--- config.mk ---
export PLATFORM = sky130hd
export DESIGN_NAME = itlb_ptw
export DESIGN_NICKNAME = d
export VERILOG_FILES = /design/src/rtl/itlb_ptw_pkg.sv /design/src/rtl/itlb_ptw_pte_check.sv /design/src/rtl/itlb_ptw.sv
export SDC_FILE = /design/constraint.sdc
export NUM_CORES = 1
export LEC_CHECK = 0
export CORE_ASPECT_RATIO = 0.5
export CORE_UTILIZATION = 48
export DETAILED_ROUTE_END_ITERATION = 8
export PLACE_DENSITY = 0.85
export SLEW_MARGIN = 0
export SYNTH_ARGS = -nofsm -noshare
export SYNTH_HDL_FRONTEND = slang
export SYNTH_SLANG_ARGS = --single-unit
--- constraint.sdc ---
create_clock -name clk -period 4.2 [get_ports clk]
set_input_delay 0.42 -clock clk [delete_from_list [all_inputs] [get_ports clk]]
set_output_delay 0.42 -clock clk [all_outputs]
set_load 0.01 [all_outputs]
--- src/rtl/itlb_ptw_pkg.sv ---
// itlb_ptw_pkg: shared constants for the ITLB page-table walker.
// Holds the FSM state encoding, PTE field positions, fault causes and the PTE address helper.
package itlb_ptw_pkg;

    localparam int PPN_W = 8;
    localparam int VPN_W = 10;
    localparam int PA_W  = 20;

    localparam logic [2:0] ST_IDLE  = 3'd0;
    localparam logic [2:0] ST_L1    = 3'd1;
    localparam logic [2:0] ST_L2    = 3'd2;
    localparam logic [2:0] ST_DONE  = 3'd3;
    localparam logic [2:0] ST_FAULT = 3'd4;
    localparam logic [2:0] ST_HOLD  = 3'd5;
    localparam logic [2:0] ST_DRAIN = 3'd6;

    localparam int PTE_V       = 0;
    localparam int PTE_R       = 1;
    localparam int PTE_W       = 2;
    localparam int PTE_X       = 3;
    localparam int PTE_PPN_LSB = 10;

    localparam logic [1:0] FC_INVALID   = 2'd0;
    localparam logic [1:0] FC_SUPERPAGE = 2'd1;
    localparam logic [1:0] FC_NONLEAF   = 2'd2;
    localparam logic [1:0] FC_NOEXEC    = 2'd3;

    // Byte address of a 4-byte PTE: table PPN, index, word offset.
    function automatic logic [PA_W-1:0] pte_addr(
        input logic [PPN_W-1:0] ppn,
        input logic [VPN_W-1:0] vpn
    );
        return {ppn, vpn, 2'b00};
    endfunction

endpackage

--- src/rtl/itlb_ptw_pte_check.sv ---
// pte_check: combinational PTE decoder shared by both walk levels.
// Ports: pte_i (raw PTE) -> valid_o, leaf_o (any of R/W/X), exec_o (X), ppn_o.
module pte_check
    import itlb_ptw_pkg::*;
#(
    parameter int PTE_WIDTH = 32,
    parameter int PPN_WIDTH = 8
) (
    input  logic [PTE_WIDTH-1:0] pte_i,
    output logic                 valid_o,
    output logic                 leaf_o,
    output logic                 exec_o,
    output logic [PPN_WIDTH-1:0] ppn_o
);

    logic unused_pte;

    assign valid_o = pte_i[PTE_V];
    assign leaf_o  = pte_i[PTE_R] | pte_i[PTE_W] | pte_i[PTE_X];
    assign exec_o  = pte_i[PTE_X];
    assign ppn_o   = pte_i[PTE_PPN_LSB +: PPN_WIDTH];

    assign unused_pte = ^{pte_i[PTE_WIDTH-1:PTE_PPN_LSB+PPN_WIDTH],
                          pte_i[PTE_PPN_LSB-1:4]};

endmodule

--- src/rtl/itlb_ptw.sv ---
// itlb_ptw: two-level instruction page-table walker behind the ITLB.
// Ports: ITLB request/VA/ptbr/flush in; memory req/addr out, valid/rdata in; refill strobe/PPN and fault strobe out.
module itlb_ptw
    import itlb_ptw_pkg::*;
#(
    parameter int VA_WIDTH          = 32,
    parameter int PC_BITS           = 20,
    parameter int PAGE_OFFSET_WIDTH = 12,
    parameter int PPN_WIDTH         = 8,
    parameter int PTE_WIDTH         = 32
) (
    input  logic                 clk,
    input  logic                 rst,
    input  logic                 Itlb_pa_request,
    input  logic [VA_WIDTH-1:0]  Itlb_va,
    input  logic [PPN_WIDTH-1:0] ptbr,
    input  logic                 Ptw_flush,
    output logic                 Ptw_mem_req,
    output logic [PC_BITS-1:0]   Ptw_mem_addr,
    input  logic                 Ptw_mem_valid,
    input  logic [PTE_WIDTH-1:0] Ptw_mem_rdata,
    output logic                 F_ptw_valid,
    output logic [PPN_WIDTH-1:0] F_ptw_pa,
    output logic                 Ptw_fault
);

    logic [2:0]           state_q, state_d;
    logic [VPN_W-1:0]     vpn1_q, vpn1_d;
    logic [VPN_W-1:0]     vpn0_q, vpn0_d;
    logic [PPN_WIDTH-1:0] ppn1_q, ppn1_d;
    logic [PPN_WIDTH-1:0] pa_q, pa_d;
    logic [PC_BITS-1:0]   drain_addr_q, drain_addr_d;

    logic                 pte_v;
    logic                 pte_leaf;
    logic                 pte_x;
    logic [PPN_WIDTH-1:0] pte_ppn;
    logic [PC_BITS-1:0]   l1_addr;
    logic [PC_BITS-1:0]   l2_addr;
    logic                 unused_va;

    pte_check #(
        .PTE_WIDTH(PTE_WIDTH),
        .PPN_WIDTH(PPN_WIDTH)
    ) u_pte_check (
        .pte_i  (Ptw_mem_rdata),
        .valid_o(pte_v),
        .leaf_o (pte_leaf),
        .exec_o (pte_x),
        .ppn_o  (pte_ppn)
    );

    assign l1_addr   = pte_addr(ptbr, vpn1_q);
    assign l2_addr   = pte_addr(ppn1_q, vpn0_q);
    assign unused_va = ^Itlb_va[PAGE_OFFSET_WIDTH-1:0];

    // Request and address are pure state decode, so they stay put
    // through every wait cycle up to and including the response.
    always_comb begin
        Ptw_mem_req  = 1'b0;
        Ptw_mem_addr = '0;
        unique case (state_q)
            ST_L1: begin
                Ptw_mem_req  = 1'b1;
                Ptw_mem_addr = l1_addr;
            end
            ST_L2: begin
                Ptw_mem_req  = 1'b1;
                Ptw_mem_addr = l2_addr;
            end
            ST_DRAIN: begin
                Ptw_mem_req  = 1'b1;
                Ptw_mem_addr = drain_addr_q;
            end
            default: ;
        endcase
    end

    assign F_ptw_valid = (state_q == ST_DONE) && !Ptw_flush;
    assign Ptw_fault   = (state_q == ST_FAULT) && !Ptw_flush;
    assign F_ptw_pa    = pa_q;

    always_comb begin
        state_d      = state_q;
        vpn1_d       = vpn1_q;
        vpn0_d       = vpn0_q;
        ppn1_d       = ppn1_q;
        pa_d         = pa_q;
        drain_addr_d = drain_addr_q;
        unique case (state_q)
            ST_IDLE: begin
                if (Itlb_pa_request && !Ptw_flush) begin
                    vpn1_d  = Itlb_va[PAGE_OFFSET_WIDTH+VPN_W +: VPN_W];
                    vpn0_d  = Itlb_va[PAGE_OFFSET_WIDTH +: VPN_W];
                    state_d = ST_L1;
                end
            end
            ST_L1: begin
                if (Ptw_flush) begin
                    // An in-flight read must still be absorbed before
                    // the port can be reused.
                    drain_addr_d = l1_addr;
                    state_d      = Ptw_mem_valid ? ST_IDLE : ST_DRAIN;
                end else if (Ptw_mem_valid) begin
                    if (!pte_v || pte_leaf) begin
                        state_d = ST_FAULT;
                    end else begin
                        ppn1_d  = pte_ppn;
                        state_d = ST_L2;
                    end
                end
            end
            ST_L2: begin
                if (Ptw_flush) begin
                    drain_addr_d = l2_addr;
                    state_d      = Ptw_mem_valid ? ST_IDLE : ST_DRAIN;
                end else if (Ptw_mem_valid) begin
                    if (!pte_v || !pte_leaf || !pte_x) begin
                        state_d = ST_FAULT;
                    end else begin
                        pa_d    = pte_ppn;
                        state_d = ST_DONE;
                    end
                end
            end
            ST_DONE: begin
                state_d = ST_IDLE;
            end
            ST_FAULT: begin
                state_d = Ptw_flush ? ST_IDLE : ST_HOLD;
            end
            // Wait for the ITLB to drop the faulting request so the
            // same VA is not walked again immediately.
            ST_HOLD: begin
                if (!Itlb_pa_request) begin
                    state_d = ST_IDLE;
                end
            end
            ST_DRAIN: begin
                if (Ptw_mem_valid) begin
                    state_d = ST_IDLE;
                end
            end
            default: begin
                state_d = ST_IDLE;
            end
        endcase
    end

    always_ff @(posedge clk or posedge rst) begin
        if (rst) begin
            state_q      <= ST_IDLE;
            vpn1_q       <= '0;
            vpn0_q       <= '0;
            ppn1_q       <= '0;
            pa_q         <= '0;
            drain_addr_q <= '0;
        end else begin
            state_q      <= state_d;
            vpn1_q       <= vpn1_d;
            vpn0_q       <= vpn0_d;
            ppn1_q       <= ppn1_d;
            pa_q         <= pa_d;
            drain_addr_q <= drain_addr_d;
        end
    end

endmodule

==> impl_metrics.ini <==
[status]
status = finished clean

[route]
drtAntennaViolNets = 0
routed_wl_mm = 7.40
first_iter_violations = 157
dr.pass1.iters = 5
drc_errors = 0
via_per_inst = 5.60
vias = 2375
wl_per_cell_um = 17.5

[timing]
hold_viol_final = 0
whs_ns = 0.400
period_needed_ns = 3.00
final_max_slew_viol_count = 0
finalCritPeriodShare_pct = 71.5
setup_viol = 0
fmax_ghz = 0.333
fin_setup_tns_ns = 0
rsz0062_at_grt = false
slew_headroom_pct = 18.1
timing.clock.skew_ns = 0.00561
worst_pin_slew_ns = 1.23

[grt]
grt_pass1_wl_mm = 12.3
grt_usage_pct = 24.9
antenna_found_initial = 0
grt_pass1_vias = 2469
grt_max_degree = 39
grt_overflow_total = 0

[placed_design]
dp_hpwl_mm = 4.69
gp_congestion = 0.814
port_buffers = 73

[logic_synthesis]
synth_cells = 268
synthXorXnorAreaFrac_pct = 0.294
synth_compound_area_share_pct = 14.2
synth_seq_area_share_pct = 47.8
synth_cell_types = 40
avgSynthCellArea_um2 = 11.1
synthAdderAreaFrac_pct = 0
synthArstFlopShare_pct = 100
yosys-mux-area-fraction_pct = 21.0
synthFlopType = dfrtp_1
synth_edf_count = 0
synth_area_um2 = 2980
synthSimpleGateAreaFrac_pct = 11.4
yosysWarnings = 0
synth_seq_cells = 57
synth_top_family_by_area = multiplexers

[clocking]
post_cts_buffers = 0
cts_buffers = 9
cts_hold_buffers = 0
cts_tree = yes
htreeDepth = 3
cts.sinks = 57
clockBufferDepth = 2
cts.clk_slew.worst_paths_ns = 0.05
clkLatencyLatePin_ns = 0.33
cts-root-buf = clkbuf_16
ctsResizeCount = 0

[power]
clock_power_share_pct = 28.9
p_int_uw = 1890
switchingPower_uw = 897
p_total_uw = 2780
peakVddDrop_v = 0.000376
p_per_area_nw_per_um2 = 687
swShare_pct = 32.2
leakagePower_uw = 0.00167
p_comb_share_pct = 36.6
power_frac_seq_pct = 34.5

[critical_path]
worstPathRequired_ns = 3.78
end_kind = output port
crit_type = flop to output port
cp_max_fo = 18
crit_path_start_kind = flop
crit_arrival_ns = 2.58

[cells_and_area]
final_common_cell = clkdlybuf4s50_1
layout_common_cells = clkdlybuf4s50_1, dfrtp_1, o21ai_0
antenna-diode-count = 0
drive_above_1_share_pct = 20.0
nets = 412
area_growth_pct = 35.9

[die]
core_um2 = 5730
dieArea_um2 = 6550
die_y_um = 57.7
dieWidth_um = 113
initial_utilization_pct = 52.1
num_rows = 19
ios = 108

[worst_hold_path]
hp-class = input pin to asynchronous set/reset pin

[job]
maxCapViolations = 0
## layout make-up
| cell class | instances | area (um^2) |
|---|---|---|
| clock buffers | 12 | 256 |
| clock inverters | 4 | 75.1 |
| fillers | 400 | 1680 |
| inverters | 2 | 7.51 |
| multi-input cells | 187 | 1410 |
| flip-flops and latches | 57 | 1430 |
| well taps | 84 | 105 |
| repair buffers | 78 | 768 |
## cell usage after synthesis, types with 2 or more instances
master,n,area share (%)
a21oi_1,2,0.34
a22oi_1,18,4.5
and2_1,2,0.42
buf_2,10,1.7
buf_4,5,1.3
buf_6,4,1.5
clkbuf_1,4,0.50
dfrtp_1,57,48
inv_1,2,0.25
mux2_2,29,11
mux2_4,8,4.0
mux2i_1,18,6.0
nand2_1,36,4.5
nor2_1,3,0.38
nor2b_1,4,0.84
o21a_1,2,0.50
o21ai_0,39,6.5
o22ai_1,2,0.42
or4_1,2,0.50
## state kept, by name (all words and copies together) (netlist names)
register	flops
state_q	3
drain_addr_q	18
F_ptw_pa	8
ppn1_q	8
vpn0_q	10
vpn1_q	10
## kinds of logic (layout without fill, tap and decap cells)
| group | after synthesis | in the layout |
|---|---|---|
| flops | 57 | 57 |
| buf+inv | 25 | 96 |
| mux | 55 | 55 |
| simple gates | 59 | 59 |
| xor+xnor | 1 | 1 |
| compound gates | 70 | 70 |
| other cells | 1 | 2 |
## power by group through the flow
| stage | Combinational [uW] | Clock, uW | Sequential (uW) |
|---|---|---|---|
| floorplan | 664 | 0 | 911 |
| finish | 1020 | 804 | 962 |
| CTS | 1020 | 810 | 958 |
| detailed placement | 1000 | 0 | 963 |
| global placement | 969 | 0 | 940 |
| global route | 1110 | 840 | 988 |
## critical path, cell delays in order, from the launching register on
cell and delay (ns):
dfrtp_1 0.58, nor2b_4 0.22, and2_1 0.61, nand2_1 0.17
o21ai_0 0.12, clkdlybuf4s50_1 0.56
## worst paths after layout
kind / cells after the start / end / startpoint / slack [ns]
min in group clk: 2 / drain_addr_q[9] / drain_addr_q[9] / 0.48
worst min-delay path: 2 / vpn1_q[7] / rst / 0.40
worst max-delay path: 5 / Ptw_mem_addr[11] / state_q[1] / 1.20
worst min register to register: 2 / drain_addr_q[9] / drain_addr_q[9] / 0.48
max in group asynchronous: 3 / F_ptw_pa[5] / rst / 2.96
worst max register to register: 4 / drain_addr_q[12] / state_q[0] / 1.77
## metal layers
metal	wire length, um	vias up	global-route usage (%)
met4	154	0	12.2
met3	386	18	5.33
met1	3100	1162	30.0
li1	-	1100	-
met2	3770	95	43.7
met5	0	-	0
## metrics by stage
step                std cells  cell area (um^2)  util, %  worst slack (ns)
detailed placement        408              3720     64.9              1.51
CTS                       424              4050     70.7              1.21
finish                    424              4050     70.7              1.20
global placement          408              3720     64.9              1.61
global route              424              4050     70.7              1.03
floorplan                 269              2990        -              2.38
(Power assumes the default switching activity.)
